## src/rtl/load_store_unit.sv

```systemverilog
// RV32I load/store unit in front of a word-indexed data memory that only has full-word writes.
// Sub-word loads are extracted and extended here; sub-word stores become a read-modify-write.
module load_store_unit #(
    parameter int MEM_WORDS = 32
) (
    input  logic        CLK,
    input  logic        RST,
    input  logic        req_valid,
    output logic        req_ready,
    input  logic        req_we,
    input  logic [2:0]  req_funct3,
    input  logic [31:0] req_addr,
    input  logic [31:0] req_wdata,
    output logic        resp_valid,
    output logic [31:0] resp_rdata,
    output logic        resp_err,
    output logic        mem_we,
    output logic [31:0] mem_a,
    output logic [31:0] mem_wd,
    input  logic [31:0] mem_rd
);

    typedef enum logic [2:0] {
        ST_IDLE  = 3'd0,
        ST_LOAD  = 3'd1,
        ST_RMW   = 3'd2,
        ST_WRITE = 3'd3,
        ST_RESP  = 3'd4
    } state_t;

    localparam logic [29:0] MEM_LIMIT = 30'(MEM_WORDS);

    state_t      state_r;
    state_t      state_next_s;
    logic [31:0] addr_r;
    logic [2:0]  funct3_r;
    logic [31:0] wdata_r;
    logic [31:0] merge_r;
    logic        resp_valid_r;
    logic [31:0] resp_rdata_r;
    logic        resp_err_r;
    logic        req_err_s;
    logic        accept_s;

    // Misaligned, illegal-funct3 and out-of-range all collapse into one error bit.
    function automatic logic check_err(input logic we, input logic [2:0] f3, input logic [31:0] addr);
        logic bad;
        bad = 1'b0;
        case (f3)
            3'd0:    bad = 1'b0;
            3'd1:    bad = addr[0];
            3'd2:    bad = |addr[1:0];
            3'd4:    bad = we;
            3'd5:    bad = we | addr[0];
            default: bad = 1'b1;
        endcase
        if (addr[31:2] >= MEM_LIMIT) begin
            bad = 1'b1;
        end else begin
            bad = bad;
        end
        return bad;
    endfunction

    function automatic logic [31:0] extract(input logic [31:0] word, input logic [1:0] lane, input logic [2:0] f3);
        logic [7:0]  b;
        logic [15:0] h;
        logic [31:0] res;
        case (lane)
            2'd0:    b = word[7:0];
            2'd1:    b = word[15:8];
            2'd2:    b = word[23:16];
            2'd3:    b = word[31:24];
            default: b = 8'h00;
        endcase
        h = lane[1] ? word[31:16] : word[15:0];
        case (f3)
            3'd0:    res = {{24{b[7]}}, b};
            3'd1:    res = {{16{h[15]}}, h};
            3'd2:    res = word;
            3'd4:    res = {24'h000000, b};
            3'd5:    res = {16'h0000, h};
            default: res = 32'h00000000;
        endcase
        return res;
    endfunction

    function automatic logic [31:0] merge(input logic [31:0] word, input logic [1:0] lane,
                                          input logic [2:0] f3, input logic [31:0] wd);
        logic [31:0] res;
        res = word;
        if (f3 == 3'd0) begin
            case (lane)
                2'd0:    res[7:0]   = wd[7:0];
                2'd1:    res[15:8]  = wd[7:0];
                2'd2:    res[23:16] = wd[7:0];
                2'd3:    res[31:24] = wd[7:0];
                default: res = word;
            endcase
        end else if (f3 == 3'd1) begin
            if (lane[1]) begin
                res[31:16] = wd[15:0];
            end else begin
                res[15:0] = wd[15:0];
            end
        end else begin
            res = word;
        end
        return res;
    endfunction

    assign req_err_s  = check_err(req_we, req_funct3, req_addr);
    assign req_ready  = (state_r == ST_IDLE);
    assign accept_s   = req_valid && req_ready;
    assign resp_valid = resp_valid_r;
    assign resp_rdata = resp_rdata_r;
    assign resp_err   = resp_err_r;
    // Write enable is gated by RST so an abandoned store can never reach memory.
    assign mem_we     = RST && (state_r == ST_WRITE);
    assign mem_a      = {2'b00, addr_r[31:2]};
    assign mem_wd     = (funct3_r == 3'd2) ? wdata_r : merge_r;

    // Next-state decode.
    always_comb begin
        state_next_s = state_r;
        case (state_r)
            ST_IDLE: begin
                if (accept_s) begin
                    if (req_err_s) begin
                        state_next_s = ST_RESP;
                    end else if (!req_we) begin
                        state_next_s = ST_LOAD;
                    end else if (req_funct3 == 3'd2) begin
                        state_next_s = ST_WRITE;
                    end else begin
                        state_next_s = ST_RMW;
                    end
                end else begin
                    state_next_s = ST_IDLE;
                end
            end
            ST_LOAD:  state_next_s = ST_RESP;
            ST_RMW:   state_next_s = ST_WRITE;
            ST_WRITE: state_next_s = ST_RESP;
            ST_RESP:  state_next_s = ST_IDLE;
            default:  state_next_s = ST_IDLE;
        endcase
    end

    // State register, request latch, merge buffer and registered response.
    always_ff @(posedge CLK) begin
        if (!RST) begin
            state_r      <= ST_IDLE;
            addr_r       <= 32'h00000000;
            funct3_r     <= 3'd0;
            wdata_r      <= 32'h00000000;
            merge_r      <= 32'h00000000;
            resp_valid_r <= 1'b0;
            resp_rdata_r <= 32'h00000000;
            resp_err_r   <= 1'b0;
        end else begin
            state_r      <= state_next_s;
            resp_valid_r <= (state_next_s == ST_RESP);
            case (state_r)
                ST_IDLE: begin
                    if (accept_s) begin
                        addr_r       <= req_addr;
                        funct3_r     <= req_funct3;
                        wdata_r      <= req_wdata;
                        merge_r      <= 32'h00000000;
                        resp_rdata_r <= 32'h00000000;
                        resp_err_r   <= req_err_s;
                    end
                end
                ST_LOAD: resp_rdata_r <= extract(mem_rd, addr_r[1:0], funct3_r);
                ST_RMW:  merge_r      <= merge(mem_rd, addr_r[1:0], funct3_r, wdata_r);
                default: resp_rdata_r <= resp_rdata_r;
            endcase
        end
    end

endmodule
```

## config.mk

```make
export PLATFORM = sky130hd
export DESIGN_NAME = load_store_unit
export DESIGN_NICKNAME = d
export VERILOG_FILES = /design/src/rtl/load_store_unit.sv
export SDC_FILE = /design/constraint.sdc
export NUM_CORES = 1
export LEC_CHECK = 0
export ABC_AREA = 1
export ABC_CLOCK_PERIOD_IN_PS = 2000
export CORE_MARGIN = 3
export CORE_UTILIZATION = 49
export DETAILED_ROUTE_END_ITERATION = 6
export GPL_TIMING_DRIVEN = 0
export PLACE_DENSITY = 0.81
export SETUP_SLACK_MARGIN = 0.1
export SKIP_LAST_GASP = 1
export SYNTH_ARGS = -nofsm -noshare
export SYNTH_HDL_FRONTEND = slang
export SYNTH_SLANG_ARGS = --single-unit
```

## constraint.sdc

```tcl
create_clock -name CLK -period 2 [get_ports CLK]
set_input_delay 0.4 -clock CLK [delete_from_list [all_inputs] [get_ports CLK]]
set_output_delay 0.4 -clock CLK [all_outputs]
set_load 0.02 [all_outputs]
```

==> flow_summary.json <==
{
  "outcome": "complete, but fails checks",
  "violations": "DRC, setup timing",
  "synth_seq_cells": 136,
  "cts.clk_slew.worst_paths_ns": 0.06,
  "numCtsBuffers": 17,
  "wl_per_cell_um": 18.59,
  "io_pins": 203,
  "gp_congestion": 0.9824,
  "coreArea_um2": 14860,
  "drv_slew": 0,
  "seq_area_frac_synth": 0.3572,
  "rsz0062_at_grt": "yes",
  "postPlaceCellArea_um2": 9857,
  "fin_crit_sh": 1.050,
  "cts_sinks": 136,
  "root_buffer": "clkbuf_16",
  "drc": 2,
  "power.density_nw_per_um2": 739.7,
  "cts_max_path_buffers": 2,
  "final.setup.tns_ns": -0.5180,
  "cp.required_ns": 1.60,
  "synth_area_leaders": "dfxtp_1 36%, nand2_1 24%, a21oi_1 9.0%",
  "max_freq_mhz": 476.2,
  "peakVddDrop_mv": 0.5679,
  "worstSetupEndpointType": "output pin",
  "relSlewSlack": 0.4019,
  "drt_iter0_drc": 926,
  "stdcell_area_um2": 11220,
  "hpwl_um": 22080,
  "antenna_found_initial": 0,
  "synth_top_area_cell": "dfxtp_1",
  "leakage_nw": 4.969,
  "final_antenna_net_count": 0,
  "fin_skew_ns": 0.009634,
  "overflow": 0,
  "setup_slack_ns": -0.09974,
  "yosysWarnings": 0,
  "tightestPinTransition_ns": 0.8971,
  "first_global_vias": 8602,
  "final_core_util": 0.7550,
  "area_delta_synth_final_pct": 47.25,
  "netlist_instances": 1242,
  "finalHoldViolations": 0,
  "arrival_ns": 1.70,
  "ctsHtreeMaxLevel": 4,
  "grt_pass1_wl_um": 45420,
  "hold_class": "flip-flop to flip-flop",
  "rows": 44,
  "layout.nets": 1581,
  "synth_cell_type_count": 25,
  "avgSynthCellArea_um2": 6.136,
  "dr.pass1.iters": 7,
  "hold_buffers": 0,
  "diodes": 0,
  "synth_top_area_share": 0.3572,
  "grt_max_degree": 17,
  "start_util": 0.5127,
  "maxCapViolCount": 0,
  "critPathKind": "flip-flop to output pin",
  "die_height_um": 130.7,
  "track_usage": 0.3480,
  "fin_crit_ns": 2.100,
  "die_w_um": 130.7,
  "path_max_fanout": 10,
  "fill_cells": 1186,
  "cp-start-kind": "flip-flop",
  "port_buffers": 200,
  "viasPerCell": 5.592,
  "drt-total-wl_um": 31140,
  "vias": 9367,
  "cts_tree": "built",
  "fp.dieArea_um2": 17090,
  "layout-drive-gt1-share": 0.1576,
  "insertion_delay_ns": 0.43,
  "setup-violations-final": 27,
  "syn_area_um2": 7621,
  "power_mw": 8.301
}
## path summary, 6_finish.rpt
path	start	depth (start not counted)	slack [ns]	endpoint
max reg2reg	funct3_r[2]	11	0.13	merge_r[7]
min reg2reg	wdata_r[19]	2	0.46	wdata_r[19]
min	wdata_r[19]	2	0.46	wdata_r[19]
max	funct3_r[1]	7	-0.1	mem_wd[11]
## timing repair
item	in CTS	in global routing
pin swaps	3	4
buffers inserted	3	10
setup endpoints to repair	38	112
endpoints found under the hold margin	0	0
gates cloned	2	1
gates resized for setup	330	96
## flip-flops by register name, summed over array words and instances (netlist names)
name,flops
merge_r,32
resp_valid,1
resp_rdata,32
addr_r,32
resp_err,1
wdata_r,32
funct3_r,3
state_r,3
## cells in the mapped netlist
cell type and instances:
a21oi_1 137, buf_1 6, buf_2 23, buf_4 36, buf_6 2, clkbuf_1 43
clkbuf_2 1, conb_1 1, dfxtp_1 136, inv_1 88, inv_2 4, nand2_1 491
nand2_2 2, nand2_4 1, nand3_1 50, nand3_2 1, nand4_1 1, nor2_1 59
nor2_2 3, nor2_4 2, nor3_1 1, nor3_2 2, o211ai_1 33, o21ai_0 117
or2_2 2
## placed cells by master (no fill, tap or decap), types with 3 or more instances in the layout
master / count
dlymetal6s2s_1: 16
a21oi_1: 133
nand2_2: 16
a21oi_2: 4
dfxtp_2: 3
o21ai_0: 84
nor2_4: 5
buf_1: 4
buf_8: 4
nand2_1: 471
clkinv_2: 5
inv_2: 4
o21ai_2: 6
nor2_1: 56
clkdlybuf4s50_1: 147
inv_1: 87
buf_6: 29
buf_4: 57
dlygate4sd2_1: 4
o211ai_1: 33
o21ai_1: 5
nor2_2: 3
clkbuf_1: 30
buf_2: 21
clkbuf_2: 8
dfxtp_1: 132
nand3_1: 50
nand2_4: 7
bufinv_16: 4
clkbuf_16: 21
o21ai_4: 22
clkbuf_8: 3
## final cells by class
cell class / count / area (µm²) / share of cell area
tap: 184 / 230.2 / 0.02052
clock buffer: 19 / 442.9 / 0.03947
sequential: 136 / 2730 / 0.2433
inverter: 92 / 347.8 / 0.03100
clock inverter: 13 / 177.7 / 0.01583
timing repair buffer: 216 / 2198 / 0.1959
buffer: 111 / 747.0 / 0.06656
multi-input combinational: 904 / 4348 / 0.3874
## worst max-delay path, cell delays in order, from the launching register on
cell and delay (ns):
dfxtp_2 0.32, buf_8 0.13, nand2_4 0.12, buf_12 0.15, clkbuf_16 0.18, nand2_1 0.06
o21ai_1 0.11, buf_4 0.19
## power breakdown
part	switching (mW)	total (mW)	internal (mW)	leakage (nW)
registers	0.0630	2.88	2.82	1.11
clock network	1.27	3.38	2.11	0.302
logic	1.24	2.04	0.798	3.55
## routing by layer
metal / part of all wire / vias up / GRT usage
met1: 0.38 / 4301 / 0.4412
met4: 0.037 / 0 / 0.1428
li1: - / 4418 / -
met2: 0.47 / 568 / 0.5704
met5: 0 / - / 0
met3: 0.11 / 80 / 0.08252
## cells by family (layout without fill, tap and decap cells)
logic type	count (synthesis)	count (layout)	share of synthesized area
and+or+nand+nor	615	615	0.3193
DFF	136	136	0.3572
buffers and inverters	203	451	0.1236
AOI/OAI and AO/OA	287	287	0.1993
other	1	2	0.0004921
## through the flow
stage,cells,hold slack (ns),worst slack [ns]
floorplan,1243,0.4245,0.1462
global placement,1627,0.4335,-0.6177
detailed placement,1627,0.4423,-0.5979
CTS,1664,0.4556,-0.02774
global route,1675,0.4740,-0.1007
finish,1675,0.4591,-0.09974
Power figures use the tool's default switching activity.
